File: src/rtl/rom_arbiter_pkg.sv
// Shared instruction-bus widths, ROM map defaults and the response-slot state type.
package rom_arbiter_pkg;

    localparam int unsigned INST_W = 32;
    localparam int unsigned ADDR_W = 64;

    localparam logic [ADDR_W-1:0] ROM_BASE_ADDR_DEF = 64'h0000_0000_8000_0000;
    localparam int unsigned       ROM_DEPTH_DEF     = 64;

    typedef enum logic {
        SLOT_EMPTY = 1'b0,
        SLOT_FULL  = 1'b1
    } slot_state_e;

    // Misaligned, below base, or at/above base+span. One extra bit so the limit cannot wrap.
    function automatic logic rom_addr_err(input logic [ADDR_W-1:0] addr,
                                          input logic [ADDR_W-1:0] base,
                                          input logic [ADDR_W:0]   span);
        logic [ADDR_W:0] lim;
        lim = {1'b0, base} + span;
        return (addr[1:0] != 2'b00) || (addr < base) || ({1'b0, addr} >= lim);
    endfunction

endpackage

File: src/rtl/rom_arb_rsp_slot.sv
// Per-port response register: holds one ROM response until the consumer takes it.
module rom_arb_rsp_slot
    import rom_arbiter_pkg::*;
(
    input  logic              clk,
    input  logic              rst,
    input  logic              i_req_valid,
    input  logic              i_grant,
    input  logic              i_err,
    input  logic [INST_W-1:0] i_data,
    input  logic              i_rsp_ready,
    output logic              o_eligible,
    output logic              o_rsp_valid,
    output logic [INST_W-1:0] o_rsp_data,
    output logic              o_rsp_err
);

    slot_state_e       r_state;
    slot_state_e       w_state_next;
    logic [INST_W-1:0] r_data;
    logic              r_err;

    // State register
    always_ff @(posedge clk or posedge rst) begin
        if (rst) begin
            r_state <= SLOT_EMPTY;
        end else begin
            r_state <= w_state_next;
        end
    end

    // Next state and eligibility; a full slot being drained this cycle may accept again
    always_comb begin
        w_state_next = r_state;
        o_eligible   = 1'b0;
        unique case (r_state)
            SLOT_EMPTY: begin
                o_eligible = i_req_valid;
                if (i_grant) begin
                    w_state_next = SLOT_FULL;
                end
            end
            SLOT_FULL: begin
                o_eligible = i_req_valid && i_rsp_ready;
                if (i_rsp_ready && !i_grant) begin
                    w_state_next = SLOT_EMPTY;
                end
            end
            default: w_state_next = SLOT_EMPTY;
        endcase
    end

    // Response payload loads only on a grant, so it stays put during a stall
    always_ff @(posedge clk or posedge rst) begin
        if (rst) begin
            r_data <= '0;
            r_err  <= 1'b0;
        end else if (i_grant) begin
            r_data <= i_data;
            r_err  <= i_err;
        end
    end

    assign o_rsp_valid = (r_state == SLOT_FULL);
    assign o_rsp_data  = r_data;
    assign o_rsp_err   = r_err;

endmodule

File: src/rtl/rom_arbiter.sv
// Two-port (fetch / load) round-robin arbiter in front of a single combinational ROM.
module rom_arbiter
    import rom_arbiter_pkg::*;
#(
    parameter logic [ADDR_W-1:0] BASE_ADDR = ROM_BASE_ADDR_DEF,
    parameter int unsigned       DEPTH     = ROM_DEPTH_DEF
) (
    input  logic              clk,
    input  logic              rst,
    input  logic              if_req_valid,
    input  logic [ADDR_W-1:0] if_req_addr,
    output logic              if_req_ready,
    output logic              if_rsp_valid,
    output logic [INST_W-1:0] if_rsp_data,
    output logic              if_rsp_err,
    input  logic              if_rsp_ready,
    input  logic              ls_req_valid,
    input  logic [ADDR_W-1:0] ls_req_addr,
    output logic              ls_req_ready,
    output logic              ls_rsp_valid,
    output logic [INST_W-1:0] ls_rsp_data,
    output logic              ls_rsp_err,
    input  logic              ls_rsp_ready,
    output logic              rom_ce,
    output logic [ADDR_W-1:0] rom_addr,
    input  logic [INST_W-1:0] rom_inst
);

    localparam logic [ADDR_W:0] ROM_SPAN = (ADDR_W + 1)'(DEPTH) << 2;

    logic              w_if_elig;
    logic              w_ls_elig;
    logic              w_grant_if;
    logic              w_grant_ls;
    logic              w_rom_err;
    logic [INST_W-1:0] w_rsp_word;
    // 1: load port wins the next tie (fetch was granted last)
    logic              r_ls_prio;

    // Grant selection and ROM drive; nothing is granted while in reset
    always_comb begin
        w_grant_if = !rst && w_if_elig && (!w_ls_elig || !r_ls_prio);
        w_grant_ls = !rst && w_ls_elig && !w_grant_if;
        rom_ce     = w_grant_if || w_grant_ls;
        rom_addr   = '0;
        if (w_grant_if) begin
            rom_addr = if_req_addr;
        end else if (w_grant_ls) begin
            rom_addr = ls_req_addr;
        end
        w_rom_err  = rom_addr_err(rom_addr, BASE_ADDR, ROM_SPAN);
        w_rsp_word = w_rom_err ? '0 : rom_inst;
    end

    // Round-robin pointer moves only when someone is granted
    always_ff @(posedge clk or posedge rst) begin
        if (rst) begin
            r_ls_prio <= 1'b0;
        end else if (w_grant_if) begin
            r_ls_prio <= 1'b1;
        end else if (w_grant_ls) begin
            r_ls_prio <= 1'b0;
        end
    end

    assign if_req_ready = w_grant_if;
    assign ls_req_ready = w_grant_ls;

    rom_arb_rsp_slot u_if_slot (
        .clk         (clk),
        .rst         (rst),
        .i_req_valid (if_req_valid),
        .i_grant     (w_grant_if),
        .i_err       (w_rom_err),
        .i_data      (w_rsp_word),
        .i_rsp_ready (if_rsp_ready),
        .o_eligible  (w_if_elig),
        .o_rsp_valid (if_rsp_valid),
        .o_rsp_data  (if_rsp_data),
        .o_rsp_err   (if_rsp_err)
    );

    rom_arb_rsp_slot u_ls_slot (
        .clk         (clk),
        .rst         (rst),
        .i_req_valid (ls_req_valid),
        .i_grant     (w_grant_ls),
        .i_err       (w_rom_err),
        .i_data      (w_rsp_word),
        .i_rsp_ready (ls_rsp_ready),
        .o_eligible  (w_ls_elig),
        .o_rsp_valid (ls_rsp_valid),
        .o_rsp_data  (ls_rsp_data),
        .o_rsp_err   (ls_rsp_err)
    );

endmodule

File: config.mk
export PLATFORM = sky130hd
export DESIGN_NAME = rom_arbiter
export DESIGN_NICKNAME = d
export VERILOG_FILES = /design/src/rtl/rom_arbiter_pkg.sv /design/src/rtl/rom_arb_rsp_slot.sv /design/src/rtl/rom_arbiter.sv
export SDC_FILE = /design/constraint.sdc
export NUM_CORES = 1
export LEC_CHECK = 0
export BUFFER_PORTS_ARGS = -buffer_cell sky130_fd_sc_hd__buf_4
export CORE_AREA = 4 4 113 115
export CTS_BUF_LIST = sky130_fd_sc_hd__clkbuf_16
export DETAILED_ROUTE_END_ITERATION = 6
export DIE_AREA = 0 0 117 119
export HOLD_SLACK_MARGIN = 0.1
export PLACE_DENSITY = 0.75
export REMOVE_ABC_BUFFERS = 1
export SYNTH_ARGS = -nofsm -noshare
export SYNTH_HDL_FRONTEND = slang
export SYNTH_SLANG_ARGS = --single-unit
File: constraint.sdc
create_clock -name clk -period 3.9 [get_ports clk]
set_input_delay 0.195 -clock clk [delete_from_list [all_inputs] [get_ports clk]]
set_output_delay 0.195 -clock clk [all_outputs]
set_load 0.01 [all_outputs]
After elaboration in Yosys (flattened, before gate mapping)

Index checks and enable logic that the tools add are counted.

$lt $le $gt $ge: 2
Multiplexer cells: 13
Bitwise operators: 2
Reductions and logical operators: 19

Operators by type and width:

| kind                                                  | number |
|---|---|
| 2-to-1 mux 64 bit                                     | 2 |
| >= comparator 64 x 32 -> 1 bit, second input constant | 1 |
| < comparator 64 x 32 -> 1 bit, second input constant  | 1 |
| 2-to-1 mux 32 bit                                     | 1 |
| logical AND 1 bit                                     | 8 |
| case mux 1 bit (2 select lines)                       | 4 |
| 2-to-1 mux 1 bit                                      | 6 |
| logical NOT 1 bit                                     | 5 |
| logical OR 1 bit                                      | 4 |
| nonzero test 2 bit                                    | 2 |
| inverter 1 bit                                        | 2 |

Register bits after elaboration: 69
Input port bits: 166

Depth between registers and ports, before layout

Gate-level depths: netlist of run 1.

Depth in word-level cells: 13
Depth in mapped cells: 9

Cells and area by module

Synthesis of run 1 repeated with hierarchy kept, for this count alone.

Cell total of the unflattened synthesis: 432
Area, all modules: 4648.2 µm²

By module, submodules not included:

| module           | instances | cells an instance | area each (µm²) | seq. area each (µm²) |
|---|---|---|---|---|
| rom_arb_rsp_slot | 2         | 75                | 1425.1          | 850.8 |
| rom_arbiter      | 1         | 282               | 1798.0          | 25.0 |

Worst setup path before layout of run 1

Ideal clock, no wire load.

Kind: input port to output port
Start point: input rst
End point: output rom_addr[10]
Data arrival time: 3.346 ns
Setup slack: 0.359 ns
Cell stages on the path: 7
Path through: inv_1 -> nand3_1 -> or2_2 -> inv_1 -> clkbuf_1 -> buf_1 -> a22o_1

Longest elaborated chain between the ends: 7

Ends and longest elaborated chain:

| item                                 | RTL line          | text |
|---|---|---|
| start: declaration                   | rom_arbiter.sv:9  | `input logic rst,` |
| logical NOT 1 bit (no source line) * | -                 |  |
| logical AND 1 bit (2 in series)      | rom_arbiter.sv:42 | `w_grant_if = !rst && w_if_elig && (!w_ls_elig \|\| !r_ls_prio);` |
| logical NOT 1 bit                    | rom_arbiter.sv:43 | `w_grant_ls = !rst && w_ls_elig && !w_grant_if;` |
| logical AND 1 bit                    | rom_arbiter.sv:43 |  |
| 2-to-1 mux 64 bit                    | rom_arbiter.sv:48 | `end else if (w_grant_ls) begin` |
| 2-to-1 mux 64 bit *                  | rom_arbiter.sv:46 | `if (w_grant_if) begin` |
| end: declaration                     | rom_arbiter.sv:25 | `output logic [ADDR_W-1:0] rom_addr,` |

Mark *: on every way between the ends. The rest lies on a longest branch, timed or not.

Worst setup path in the final report of run 1

Start point: register u_ls_slot.r_state (netlist: u_ls_slot.o_rsp_valid)
End point: register u_ls_slot.r_data[28] (netlist: u_ls_slot.o_rsp_data[28])

Longest elaborated chain between the ends: 13

Ends and longest elaborated chain:

| item                                                                | RTL line               | text |
|---|---|---|
| start: declaration                                                  | rom_arb_rsp_slot.sv:18 | `slot_state_e r_state;` |
| start signal: assignment                                            | rom_arb_rsp_slot.sv:28 | `r_state <= w_state_next;` |
| inverter 1 bit                                                      | rom_arb_rsp_slot.sv:36 | `unique case (r_state)` |
| case mux 1 bit (2 select lines) *                                   | rom_arb_rsp_slot.sv:36 |  |
| logical NOT 1 bit                                                   | rom_arbiter.sv:42      |  |
| logical OR 1 bit                                                    | rom_arbiter.sv:42      |  |
| logical AND 1 bit                                                   | rom_arbiter.sv:42      |  |
| logical NOT 1 bit                                                   | rom_arbiter.sv:43      |  |
| logical AND 1 bit                                                   | rom_arbiter.sv:43      |  |
| 2-to-1 mux 64 bit                                                   | rom_arbiter.sv:48      |  |
| 2-to-1 mux 64 bit                                                   | rom_arbiter.sv:46      |  |
| < comparator 64 x 32 -> 1 bit or nonzero test 2 bit (tied branches) | rom_arbiter_pkg.sv:21  | `return (addr[1:0] != 2'b00) \|\| (addr < base) \|\| ({1'b0, addr} >= lim);` |
| logical OR 1 bit (2 in series)                                      | rom_arbiter_pkg.sv:21  |  |
| 2-to-1 mux 32 bit                                                   | rom_arbiter.sv:52      | `w_rsp_word = w_rom_err ? '0 : rom_inst;` |
| end signal: assignment                                              | rom_arb_rsp_slot.sv:59 | `r_data <= i_data;` |
| end: declaration                                                    | rom_arb_rsp_slot.sv:20 | `logic [INST_W-1:0] r_data;` |

Marked as above.
A chain may end at the register's enable or synchronous reset.

==> impl_metrics.yaml, run 1 <==
floorplanning:
  rows: 40
  start_util: 0.3294
  die_w_um: 117
  boundaryPins: 301
  die_y_um: 119
  fp.dieArea_mm2: 0.01392
  core_mm2: 0.01181
timing:
  clock_skew_ns: 0.003102
  layout_min_cycle_time_ns: 3.073
  final.setup.tns_ns: 0
  setup_viol: 0
  worst_slack_ns: 0.8273
  tightest_slew_ns: 1.074
  drv_slew: 0
  fmax_mhz: 325.4
  max_slew_margin: 0.2832
  grt_setup_unrepaired: "false"
  hold_viol: 0
  timing.final.crit_share: 0.7879
pwr:
  p_per_area_mw_per_mm2: 327.9
  combPwrFrac: 0.241
  p_leak_uw: 0.003451
  pwr-share-clk: 0.420
  vdd_drop_max_mv: 0.2209
  p_switching_uw: 558.4
  p_sw_frac: 0.2611
  p_int_uw: 1581
  seqPwrFrac: 0.339
placement:
  gp_congestion: 0.9569
  hpwl_mm: 14.17
  io_buffers: 300
  place_ws_ns: 0.7798
synth:
  yosys_warnings: 0
  synth_top_area_frac: 0.4437
  seq_area_frac_synth: 0.4437
  yosysTopAreaCell: "dfrtp_1"
  synthCells: 397
  syn_area_mm2: 0.003891
  async_flop_share: 1.000
  synth.most_common_cell: "dfrtp_1"
  synthTopCellsByCount: "dfrtp_1, nand2_1, a22o_1"
  synth_edf_count: 0
  synth_cell_types: 30
  synth_area_leaders: "dfrtp_1, a22o_1, o41ai_2"
  syn_avg_cell_area_um2: 9.802
  synth_seq_cells: 69
  synth_ff_type: "dfrtp_1"
detailed_routing:
  wirelength_mm: 17.70
  drtIter0Drc: 318
  drc: 0
  vias_per_cell: 5.426
  postRouteAntennaNets: 0
  avgRoutedWirePerCell_um: 21.40
  via_count: 4487
  dr.pass1.iters: 5
clock_tree:
  clk_path_buf_depth: 2
  cts_sinks: 69
  cts_root_buf: "clkbuf_16"
  postCtsSetupRepairBufs: 0
  cts_resized: 0
  cts_buffers: 9
  clk_pin_slew_worst_paths_ns: 0.05
  cts_tree: "done"
  clk_latency_ns: 0.32
  ctsHtreeMaxLevel: 3
global_routing:
  busiest_layer: "met2"
  antenna_found_initial: 0
  overflow: 0
  grt.met2_usage: 0.4228
  grt_pass1_wl_mm: 25.80
  met3_usage: 0.06758
  grt_pass1_vias: 4566
  grt_max_degree: 70
  grt_usage: 0.2399
  grt_use_met1: 0.2693
setup_path:
  cp-start-kind: "flip-flop"
  cp-end-kind: "flip-flop"
  rrSetupSlack_ns: 0.83
  arrival_ns: 3.27
  cp_data_required_time_ns: 4.10
  crit_type: "flip-flop to flip-flop"
  cp_max_fo: 37
layout:
  drive_gt1_frac: 0.5074
  finalNetCount: 841
  antenna_cells: 0
  area_growth_pct: 67.65
run_status:
  status: "completed"
job:
  maxCapViolCount: 0
worst_hold_path:
  min_path_type: "input pin to asynchronous set/reset pin"
## area by class of cell
cell class              instances  area [um^2]
clock inverters                 7        106.4
clock buffers                   9        225.2
well taps                     147        183.9
multi-input cells             250         1836
repair buffers                306         2300
flip-flops and latches         69         1727
inverters                      39        146.4
fillers                      1070         5288
## power by group through the flow
stage	Sequential (uW)	Clock, uW	Combinational (uW)
2_1_floorplan	739	0	200
3_3_place_gp	737	0	506
3_5_place_dp	738	0	513
4_1_cts	725	918	516
5_1_grt	726	955	550
6_report	726	898	515
## timing repair
| action | CTS | global route |
|---|---|---|
| hold buffers | 1 | 0 |
| setup endpoints to repair | 0 | 0 |
| endpoints found under the hold margin | 1 | 0 |
## logic make-up after synthesis
group	share of synthesized area
AND/OR/NAND/NOR	0.1402
AO/OA/AOI/OAI	0.3302
buffers and inverters	0.08585
flip-flops	0.4437
## cells in the final DEF, fill, tap and decap left out, types with 2 or more instances in the layout
cell type,Yosys,final
nand2b_1,3,3
nand2_1,68,67
o32ai_1,2,2
inv_1,38,38
bufinv_16,0,3
a22o_1,62,62
nor3_1,6,6
dfrtp_1,69,69
clkbuf_16,0,9
nor2_1,3,3
inv_2,1,3
nor4_1,23,23
and4_1,2,2
buf_4,0,305
or4_1,2,2
o41ai_2,20,20
o41ai_1,12,12
nand4_1,4,4
nand3_1,2,2
o31ai_1,32,32
## metal layers
layer	wire length, um	vias to the layer above
met5	0	-
met4	642	0
met3	1529	41
met2	8976	197
met1	6548	2183
li1	-	2066
## metrics by stage
step           instances  instance area, um^2  hold WS (ns)  total power (uW)    util
3_5_place_dp         810                 6182        0.4309              1251  0.5234
4_1_cts              827                 6524        0.1459              2159  0.5523
2_1_floorplan        358                 3704        0.3127             939.1       -
5_1_grt              827                 6524        0.1567              2231  0.5523
3_3_place_gp         810                 6182        0.4129              1243  0.5234
6_report             827                 6524        0.1611              2139  0.5523
## flip-flops by register name, indices dropped and copies added, names as in the netlist
register and count:
u_if_slot.o_rsp_data 32, u_ls_slot.o_rsp_data 32, r_ls_prio 1, u_if_slot.o_rsp_err 1, u_if_slot.o_rsp_valid 1, u_ls_slot.o_rsp_err 1
u_ls_slot.o_rsp_valid 1
## worst paths after layout
| check | from | endpoint | depth (start not counted) |
|---|---|---|---|
| worst max-delay path | u_ls_slot.o_rsp_valid | u_ls_slot.o_rsp_data[28] | 6 |
| max in group asynchronous | rst | u_if_slot.o_rsp_data[3] | 3 |
| worst min register to register | u_if_slot.o_rsp_data[25] | u_if_slot.o_rsp_data[25] | 2 |
| worst min-delay path | rst | r_ls_prio | 3 |
| min in group clk | rom_inst[2] | u_if_slot.o_rsp_data[2] | 3 |
| worst max register to register | u_ls_slot.o_rsp_valid | u_ls_slot.o_rsp_data[28] | 6 |
## worst max-delay path: stages, from the launching register on
cell and delay (ns):
dfrtp_1 0.37, nand2b_1 0.11, a311o_2 0.67, o32ai_1 0.24
or3_2 0.79, buf_4 0.39, o41ai_1 0.36
Power figures use the tool's default switching activity.
==> run 2: changes to the inputs <==
--- a/config.mk
+++ b/config.mk
@@ -6,12 +6,12 @@
 export NUM_CORES = 1
 export LEC_CHECK = 0
 export BUFFER_PORTS_ARGS = -buffer_cell sky130_fd_sc_hd__buf_4
-export CORE_AREA = 4 4 113 115
+export CORE_AREA = 4 4 116 118
 export CTS_BUF_LIST = sky130_fd_sc_hd__clkbuf_16
 export DETAILED_ROUTE_END_ITERATION = 6
-export DIE_AREA = 0 0 117 119
+export DIE_AREA = 0 0 120 122
 export HOLD_SLACK_MARGIN = 0.1
-export PLACE_DENSITY = 0.75
+export PLACE_DENSITY = 0.74
 export REMOVE_ABC_BUFFERS = 1
 export SYNTH_ARGS = -nofsm -noshare
 export SYNTH_HDL_FRONTEND = slang
==> constraint.sdc (replaced) <==
create_clock -name clk -period 2.47 [get_ports clk]
set_input_delay 0.1235 -clock clk [delete_from_list [all_inputs] [get_ports clk]]
set_output_delay 0.1235 -clock clk [all_outputs]
set_load 0.01 [all_outputs]
==> run 2 against run 1 <==
Against the previous run:
- clock power grew 35%
- setup slack lost 0.68 ns
- combinational power grew 74%
- total power grew 52%
- first-iteration DRC count shrank 3.8%
- wire length grew 6.3%
- sequential cell count is the same
- clock skew grew 0.0014 ns
- non-clock buffer count grew 39
- sequential power grew 58%
- count of clock-buffer cells in the layout is the same
==> impl_metrics.yaml, run 2 (synthesis results as in run 1) <==
run_status:
  status: "completed"
timing:
  whs_ns: 0.09427
  clock_skew_ns: 0.004475
  setup_viol: 0
  grt_setup_unrepaired: "false"
  fmax_mhz: 429.9
  max_slew_margin: 0.4101
  hold_viol: 0
  layout_min_cycle_time_ns: 2.326
  worst_slack_ns: 0.1440
  timing.final.crit_share: 0.9417
  final.setup.tns_ns: 0
  tightest_slew_ns: 0.8848
  drv_slew: 0
detailed_routing:
  postRouteAntennaNets: 0
  avgRoutedWirePerCell_um: 21.11
  drtIter0Drc: 306
  dr.pass1.iters: 4
  drc: 0
  wirelength_mm: 18.81
  vias_per_cell: 5.297
  via_count: 4720
global_routing:
  antenna_found_initial: 0
  grt_pass1_wl_mm: 27.81
  grt_usage: 0.2434
  overflow: 0
  grt_pass1_vias: 4809
  busiest_layer: "met2"
  grt_use_met1: 0.2747
  grt_max_degree: 70
  grt.met2_usage: 0.4247
  met3_usage: 0.07567
floorplanning:
  die_w_um: 120
  rows: 41
  boundaryPins: 301
  core_mm2: 0.01247
  start_util: 0.3122
  fp.dieArea_mm2: 0.01464
  die_y_um: 122
pwr:
  pwr-share-clk: 0.372
  p_sw_frac: 0.2777
  p_switching_uw: 903.0
  vdd_drop_max_mv: 0.3331
  seqPwrFrac: 0.352
  p_leak_uw: 0.003608
  total_power_uw: 3252
  p_int_uw: 2349
  combPwrFrac: 0.275
  p_per_area_mw_per_mm2: 469.3
worst_hold_path:
  min_path_type: "input pin to asynchronous set/reset pin"
placement:
  io_buffers: 300
  gp_congestion: 0.9302
  dp.cells: 844
  place_ws_ns: -0.08746
  hpwl_mm: 14.57
setup_path:
  cp-end-kind: "output port"
  cp_max_fo: 42
  cp_data_required_time_ns: 2.35
  arrival_ns: 2.20
  crit_type: "flip-flop to output port"
  r2r_start: "u_ls_slot.o_rsp_valid"
  cp-start-kind: "flip-flop"
  cp-startpoint: "u_ls_slot.o_rsp_valid"
clock_tree:
  ctsHtreeMaxLevel: 3
  clk_path_buf_depth: 2
  cts_root_buf: "clkbuf_16"
  clk_latency_ns: 0.32
  postCtsSetupRepairBufs: 0
  cts_buffers: 9
  clk_pin_slew_worst_paths_ns: 0.05
  cts_tree: "done"
  cts_sinks: 69
layout:
  final_common_cell: "buf_4"
  finalNetCount: 880
  stdcell_count: 891
  area_growth_pct: 78.07
  layout_common_cells: "buf_4, dfrtp_1, nand2_1"
  drive_gt1_frac: 0.4910
  antenna_cells: 0
job:
  maxCapViolCount: 0
==> run 2: through the flow <==
stage,area (um^2),util
final,6929,0.5559
after global routing,6929,0.5559
after CTS,6924,0.5555
after detailed placement,6329,0.5077
after global placement,6329,0.5077
after floorplan,3704,-
==> run 2: routing by layer <==
layer | share of wire | vias up | wire [um]
met5 | 0 | - | 0
met4 | 0.037 | 0 | 697
met3 | 0.092 | 43 | 1735
met2 | 0.51 | 251 | 9527
met1 | 0.36 | 2284 | 6852
li1 | - | 2142 | -
==> run 2: what timing repair did <==
action,in CTS,in global routing
setup endpoints to repair,40,38
hold buffers,31,0
gates resized for setup,1,2
pin swaps,0,0
hold endpoints to repair,53,0
==> run 2: final cells by class <==
type	count	area, um^2
Inverter	39	151.4
Fill cell	1128	5537
Multi-Input combinational cell	250	1836
Timing Repair Buffer	345	2718
Clock inverter	7	57.56
Tap cell	172	215.2
Sequential cell	69	1727
Clock buffer	9	225.2
==> run 2: worst paths after layout <==
check	to	slack [ns]	cells after the start
worst max-delay path	rom_addr[33]	0.14	7
worst min-delay path	u_if_slot.o_rsp_data[23]	0.09	3
worst max register to register	u_ls_slot.o_rsp_data[3]	0.20	7
worst min register to register	u_if_slot.o_rsp_data[23]	0.48	2
max in group asynchronous	u_if_slot.o_rsp_data[12]	1.78	3
min in group clk	u_ls_slot.o_rsp_data[20]	0.12	3
==> run 2: critical path, cell delays in order (launching register included) <==
cell and delay (ns):
dfrtp_1 0.40, nand2b_1 0.13, nand3_1 0.20, or2_2 0.40, inv_6 0.19, buf_12 0.24
a22o_1 0.17, buf_4 0.13
==> run 2: power by group through the flow <==
stage / sequential [uW] / combinational [uW] / clock [uW]
detailed placement: 1170 / 853 / 0
CTS: 1150 / 896 / 1250
floorplan: 1170 / 316 / 0
finish: 1150 / 895 / 1210
global route: 1150 / 949 / 1300
global placement: 1170 / 844 / 0
